**src/rtl/reg_read_responder_pkg.sv**
```systemverilog
// Shared constants and types for the decode-stage register read responder, including the
// per-port forwarding selector. The WB bypass step is present only when REGFILE_WB_BYPASS_EN is defined.
package reg_read_responder_pkg;

    localparam int unsigned DATA_WIDTH     = 32;
    localparam int unsigned REG_ADDR_WIDTH = 5;
    localparam int unsigned REG_NUM        = 32;

    localparam logic [REG_ADDR_WIDTH-1:0] ZERO_REG_ADDR = 5'd0;
    localparam logic                      READ_ENABLE   = 1'b1;
    localparam logic                      READ_DISABLE  = 1'b0;
    localparam logic                      WRITE_ENABLE  = 1'b1;
    localparam logic                      WRITE_DISABLE = 1'b0;
    localparam logic [DATA_WIDTH-1:0]     ZERO_WORD     = '0;

    typedef logic [DATA_WIDTH-1:0]     word_t;
    typedef logic [REG_ADDR_WIDTH-1:0] reg_addr_t;

    // One pipeline stage's pending register write, as seen by the forwarding logic.
    typedef struct packed {
        logic      en;
        reg_addr_t addr;
        word_t     data;
    } fwd_port_t;

    typedef struct packed {
        word_t data;
        logic  stall;
    } fwd_res_t;

    function automatic logic stage_hit(input fwd_port_t stage, input reg_addr_t addr);
        return (stage.en == WRITE_ENABLE) && (stage.addr == addr);
    endfunction

    // Youngest producer wins; a load in EX cannot supply data yet, so the port stalls instead.
    function automatic fwd_res_t fwd_select(
        input logic      rst,
        input logic      en,
        input reg_addr_t addr,
        input word_t     stored,
        input fwd_port_t ex,
        input logic      ex_load,
`ifdef REGFILE_WB_BYPASS_EN
        input fwd_port_t mem,
        input fwd_port_t wb
`else
        input fwd_port_t mem
`endif
    );
        fwd_res_t res;
        res.data  = ZERO_WORD;
        res.stall = 1'b0;
        if (!rst || en == READ_DISABLE || addr == ZERO_REG_ADDR) begin
            res.data = ZERO_WORD;
        end else if (stage_hit(ex, addr)) begin
            res.data  = ex_load ? stored : ex.data;
            res.stall = ex_load;
        end else if (stage_hit(mem, addr)) begin
            res.data = mem.data;
`ifdef REGFILE_WB_BYPASS_EN
        end else if (stage_hit(wb, addr)) begin
            res.data = wb.data;
`endif
        end else begin
            res.data = stored;
        end
        return res;
    endfunction

endpackage

```
**src/rtl/reg_read_responder_reg_array.sv**
```systemverilog
// 31-entry architectural register storage (index 0 hard-wired to zero) with asynchronous
// active-low clear, one synchronous write port and two combinational read ports.
module reg_read_responder_reg_array
    import reg_read_responder_pkg::*;
#(
    parameter int unsigned DATA_WIDTH     = 32,
    parameter int unsigned REG_ADDR_WIDTH = 5
) (
    input  logic                      clk,
    input  logic                      rst,
    input  logic                      write_en,
    input  logic [REG_ADDR_WIDTH-1:0] write_addr,
    input  logic [DATA_WIDTH-1:0]     write_data,
    input  logic [REG_ADDR_WIDTH-1:0] read_addr_1,
    output logic [DATA_WIDTH-1:0]     read_data_1,
    input  logic [REG_ADDR_WIDTH-1:0] read_addr_2,
    output logic [DATA_WIDTH-1:0]     read_data_2
);

    localparam int unsigned NumRegs = 1 << REG_ADDR_WIDTH;

    logic [DATA_WIDTH-1:0] mem [1:NumRegs-1];

    always_ff @(posedge clk or negedge rst) begin
        if (!rst) begin
            for (int i = 1; i < NumRegs; i++) begin
                mem[i] <= '0;
            end
        end else if (write_en == WRITE_ENABLE && write_addr != '0) begin
            mem[write_addr] <= write_data;
        end
    end

    always_comb begin
        read_data_1 = (read_addr_1 == '0) ? '0 : mem[read_addr_1];
        read_data_2 = (read_addr_2 == '0) ? '0 : mem[read_addr_2];
    end

endmodule

```
**src/rtl/reg_read_responder.sv**
```systemverilog
// Decode-stage register read responder: register file plus EX/MEM(/WB) forwarding and
// load-use stall request. WB forwarding is enabled by defining REGFILE_WB_BYPASS_EN.
module reg_read_responder
#(
    parameter int unsigned DATA_WIDTH     = 32,
    parameter int unsigned REG_ADDR_WIDTH = 5
) (
    input  logic                      clk,
    input  logic                      rst,
    input  logic                      read_en_1,
    input  logic [REG_ADDR_WIDTH-1:0] read_addr_1,
    input  logic                      read_en_2,
    input  logic [REG_ADDR_WIDTH-1:0] read_addr_2,
    output logic [DATA_WIDTH-1:0]     read_data_1,
    output logic [DATA_WIDTH-1:0]     read_data_2,
    input  logic                      ex_write_reg_en,
    input  logic [REG_ADDR_WIDTH-1:0] ex_write_reg_addr,
    input  logic [DATA_WIDTH-1:0]     ex_write_data,
    input  logic                      ex_load_flag,
    input  logic                      mem_write_reg_en,
    input  logic [REG_ADDR_WIDTH-1:0] mem_write_reg_addr,
    input  logic [DATA_WIDTH-1:0]     mem_write_data,
    input  logic                      wb_write_reg_en,
    input  logic [REG_ADDR_WIDTH-1:0] wb_write_reg_addr,
    input  logic [DATA_WIDTH-1:0]     wb_write_data,
    output logic                      load_stall_request
);

    import reg_read_responder_pkg::fwd_port_t;
    import reg_read_responder_pkg::fwd_res_t;
    import reg_read_responder_pkg::fwd_select;

    logic [DATA_WIDTH-1:0] stored_1;
    logic [DATA_WIDTH-1:0] stored_2;
    fwd_port_t             ex_port;
    fwd_port_t             mem_port;
    fwd_res_t              res_1;
    fwd_res_t              res_2;

    reg_read_responder_reg_array #(
        .DATA_WIDTH     (DATA_WIDTH),
        .REG_ADDR_WIDTH (REG_ADDR_WIDTH)
    ) u_reg_array (
        .clk         (clk),
        .rst         (rst),
        .write_en    (wb_write_reg_en),
        .write_addr  (wb_write_reg_addr),
        .write_data  (wb_write_data),
        .read_addr_1 (read_addr_1),
        .read_data_1 (stored_1),
        .read_addr_2 (read_addr_2),
        .read_data_2 (stored_2)
    );

    assign ex_port  = {ex_write_reg_en, ex_write_reg_addr, ex_write_data};
    assign mem_port = {mem_write_reg_en, mem_write_reg_addr, mem_write_data};

`ifdef REGFILE_WB_BYPASS_EN
    fwd_port_t wb_port;
    assign wb_port = {wb_write_reg_en, wb_write_reg_addr, wb_write_data};

    always_comb begin
        res_1 = fwd_select(rst, read_en_1, read_addr_1, stored_1, ex_port, ex_load_flag,
                           mem_port, wb_port);
        res_2 = fwd_select(rst, read_en_2, read_addr_2, stored_2, ex_port, ex_load_flag,
                           mem_port, wb_port);
    end
`else
    always_comb begin
        res_1 = fwd_select(rst, read_en_1, read_addr_1, stored_1, ex_port, ex_load_flag,
                           mem_port);
        res_2 = fwd_select(rst, read_en_2, read_addr_2, stored_2, ex_port, ex_load_flag,
                           mem_port);
    end
`endif

    assign read_data_1        = res_1.data;
    assign read_data_2        = res_2.data;
    assign load_stall_request = res_1.stall | res_2.stall;

endmodule

```
**config.mk**
```make
export PLATFORM = sky130hd
export DESIGN_NAME = reg_read_responder
export DESIGN_NICKNAME = d
export VERILOG_FILES = /design/src/rtl/reg_read_responder_pkg.sv /design/src/rtl/reg_read_responder_reg_array.sv /design/src/rtl/reg_read_responder.sv
export SDC_FILE = /design/constraint.sdc
export NUM_CORES = 2
export LEC_CHECK = 0
export ABC_AREA = 0
export CORE_MARGIN = 2
export CORE_UTILIZATION = 30
export CTS_CLUSTER_DIAMETER = 80
export DETAILED_ROUTE_END_ITERATION = 16
export PLACE_DENSITY = 0.52
export SYNTH_ARGS = -nofsm -noshare
export SYNTH_HDL_FRONTEND = slang
export SYNTH_SLANG_ARGS = --single-unit
```
**constraint.sdc**
```tcl
create_clock -name clk -period 3.76 [get_ports clk]
set_clock_uncertainty 0.2 [all_clocks]
set_input_delay 0.94 -clock clk [delete_from_list [all_inputs] [get_ports clk]]
set_output_delay 0.94 -clock clk [all_outputs]
set_load 0.02 [all_outputs]
```
==> flow_summary.json <==
{
  "synth_xor_area_share_pct": 0.3213,
  "setup_viol": 65,
  "p_int_mw": 24.14,
  "ios": 194,
  "clock_sinks": 992,
  "path_clk_slew_ns": 0.07,
  "numPortBuffers": 193,
  "synth.distinct_cells": 63,
  "syn_area_per_cell_sq_um": 14.03,
  "fp-row-count": 156,
  "synth_seq_cells": 992,
  "top_register": "u_reg_array.mem",
  "yosys_warnings": 0,
  "r2r_start": "u_reg_array.mem[719]",
  "p_leak_nw": 31.05,
  "drc": 0,
  "vias": 40490,
  "cp-startpoint": "read_addr_1[2]",
  "worstPathArrival_ns": 3.21,
  "regToRegSetupSlack_ns": 2.72,
  "yosysTopAreaCell": "dfrtp_1",
  "worstPathMaxFanout": 17,
  "antenna_found_initial": 10,
  "cts_buffers": 108,
  "synth-edff-count": 0,
  "synth_most_common_cell": "mux2_2",
  "track_usage_pct": 24.48,
  "vias_per_cell": 5.744,
  "synthTopCellsByCount": "mux2_2, dfrtp_1, mux4_2",
  "synth_top_area_share_pct": 45.53,
  "grt_pass1_wl_mm": 324.8,
  "p_clk_share_pct": 33.2,
  "finalMaxSlewViolations": 0,
  "ys_async_sr_fraction_pct": 100.0,
  "worst_slew_pin_slew_ns": 1.185,
  "clockBufferDepth": 3,
  "crit_path_top_delay_cell": "or3_1",
  "hold_viol_final": 0,
  "finalWorstSetupSlack_ns": -0.5873,
  "p_seq_share_pct": 42.2,
  "firstDrtPassIters": 5,
  "critPathMaxStageDelay_ns": 0.36,
  "status": "finished with violations",
  "synth.area.mux_share_pct": 41.06,
  "hold_path.class": "primary input to asynchronous set/reset pin",
  "grt_overflow": 0,
  "synthFlopType": "dfrtp_1",
  "pwr-share-comb_pct": 24.6,
  "numPlacedInstances": 6627,
  "power.switching_mw": 9.830,
  "htree_levels": 3,
  "powerDensity_nw_per_um2": 466.6,
  "grt_max_degree": 151,
  "start_util_pct": 30.16,
  "cp-end-kind": "output pin",
  "start_kind": "primary input",
  "hpwlAfterDp_mm": 148.6,
  "dieArea_sq_um": 185200,
  "peakVddDrop_mv": 0.4351,
  "routabilityCongestion": 0.8980,
  "violations": "setup timing",
  "critPathRequiredTime_ns": 2.62,
  "synth_compound_area_share_pct": 6.598,
  "swShare_pct": 28.94,
  "syn_to_final_growth_pct": 33.55,
  "worstSetupPathType": "primary input to output pin",
  "netlist_instances": 3887,
  "syn_nets": 4016,
  "die_x_microns": 430.3,
  "root_buffer": "clkbuf_16",
  "rsz0062_at_grt": "yes",
  "whs_ns": 0.04977,
  "ant_nets": 0,
  "utilization_pct": 40.28,
  "filler_cell_count": 16800,
  "drt_iter0_drc": 3492,
  "drive_above_1_share_pct": 61.24,
  "max_freq_mhz": 230.0,
  "grt_pass1_vias": 41620,
  "die_y_microns": 430.3,
  "period_needed_ns": 4.347,
  "max-cap-violations": 0,
  "synth.area.top_cells": "dfrtp_1, mux2_2, mux4_2, mux2i_1, clkbuf_1",
  "period_share_pct": 115.6,
  "wl_per_cell_microns": 32.69,
  "fin_cells": 7050,
  "clock_latency_ns": 0.74,
  "core-area_sq_um": 180700,
  "drt_wl_total_mm": 230.5,
  "synth-simple-area-share_pct": 2.658,
  "synthAdderAreaFrac_pct": 0,
  "syn_area_sq_um": 54520,
  "tritoncts": "built",
  "largest_register_ffs": 992,
  "crit_chain": "buf_4 -> buf_12 -> buf_12 -> nand2_2 -> buf_8 -> buf_4 -> o22ai_2 -> or3_1 -> o211ai_1 -> clkbuf_16 -> o211a_1 -> buf_6",
  "slew_headroom_pct": 20.76,
  "synth_top_family_by_area": "multiplexers",
  "top_regs": "u_reg_array.mem x992",
  "ys_seq_area_share_pct": 45.53,
  "fin_nets": 4719
}
==> per-layer routing <==
layer	track usage [%]	up-vias	routed length, microns	share of wire [%]
li1	-	16470	-	-
met1	30.50	22050	91250	40
met4	13.95	8	14790	6.4
met2	40.72	1509	111900	49
met3	3.515	456	12530	5.4
met5	0	-	41	0.018
==> cell type report <==
type	count	area, sq um	share of cell area, %
multi-input combinational	2476	29770	40.89
sequential	992	24820	34.10
timing repair buffer	1006	11510	15.81
clock buffer	152	3139	4.312
tap	2370	2965	4.073
clock inverter	46	566.8	0.7785
inverter	6	23.77	0.03265
antenna	2	5.005	0.006874
==> repair_timing <==
action                                  4_1_cts  5_1_grt
pin swaps                                    58       93
hold endpoints to repair                      3        0
hold buffers                                  1        0
endpoints found under the setup margin       65       65
resized for setup                           746      318
buffers inserted                            133       98
gates cloned                                 15        5
==> logic make-up after synthesis <==
group           Yosys count
mux                    1598
flops                   992
compound gates          538
buf+inv                 419
simple gates            320
xor+xnor                 20
==> power groups by stage <==
stage          sequential (mW)  combinational, mW  clock [mW]
2_1_floorplan             13.9               4.99           0
3_3_place_gp              14.3               7.35           0
3_5_place_dp              14.4               7.44           0
4_1_cts                   14.2               8.04        11.5
5_1_grt                   14.6               8.80        11.9
6_report                  14.3               8.36        11.3
==> cell usage in the layout (no fill, tap or decap), types with 18 or more instances in the layout <==
cell and instances:
mux2i_1 120, nand2_2 24, o22ai_1 31, buf_4 508, buf_6 135, o21ai_1 32, a221oi_1 38, buf_8 35
o21ai_0 31, buf_16 26, nor2_4 18, mux4_2 404, clkbuf_16 115, clkbuf_8 25, o211ai_1 28, a22oi_1 38
nand2_1 41, dfrtp_1 992, nor2_1 113, a21oi_1 75, o21ai_4 20, a221oi_2 31, buf_12 172, clkbuf_1 18
clkdlybuf4s50_1 105, mux2_2 1064, a21oi_2 25, o21ai_2 40, a31oi_4 20, clkinv_2 26
==> final timing paths <==
check                                        to  depth (start not counted)
hold reg to reg            u_reg_array.mem[686]                          1
hold / removal             u_reg_array.mem[392]                          2
setup / recovery                read_data_1[24]                         12
min in group clk           u_reg_array.mem[686]                          1
max in group asynchronous  u_reg_array.mem[258]                          4
setup reg to reg           u_reg_array.mem[719]                          1
==> through the flow <==
step / instance area, sq um / power (mW) / setup TNS, ns / worst slack (ns)
after floorplan: 54620 / 18.89 / -0.8493 / -0.05039
after global placement: 63730 / 21.66 / -63.23 / -1.302
final: 72810 / 33.97 / -25.71 / -0.5873
after global routing: 72810 / 35.26 / -27.90 / -0.5801
after CTS: 70990 / 33.75 / -27.95 / -0.6124
after detailed placement: 63730 / 21.86 / -62.77 / -1.229
==> worst max-delay path, delay by kind of cell <==
family                 cells  cell delay (ns)
buffers and inverters      7             1.24
and+or+nand+nor            2             0.51
AOI/OAI and AO/OA          3             0.46
Note: power is estimated with default switching activity, not from simulation.
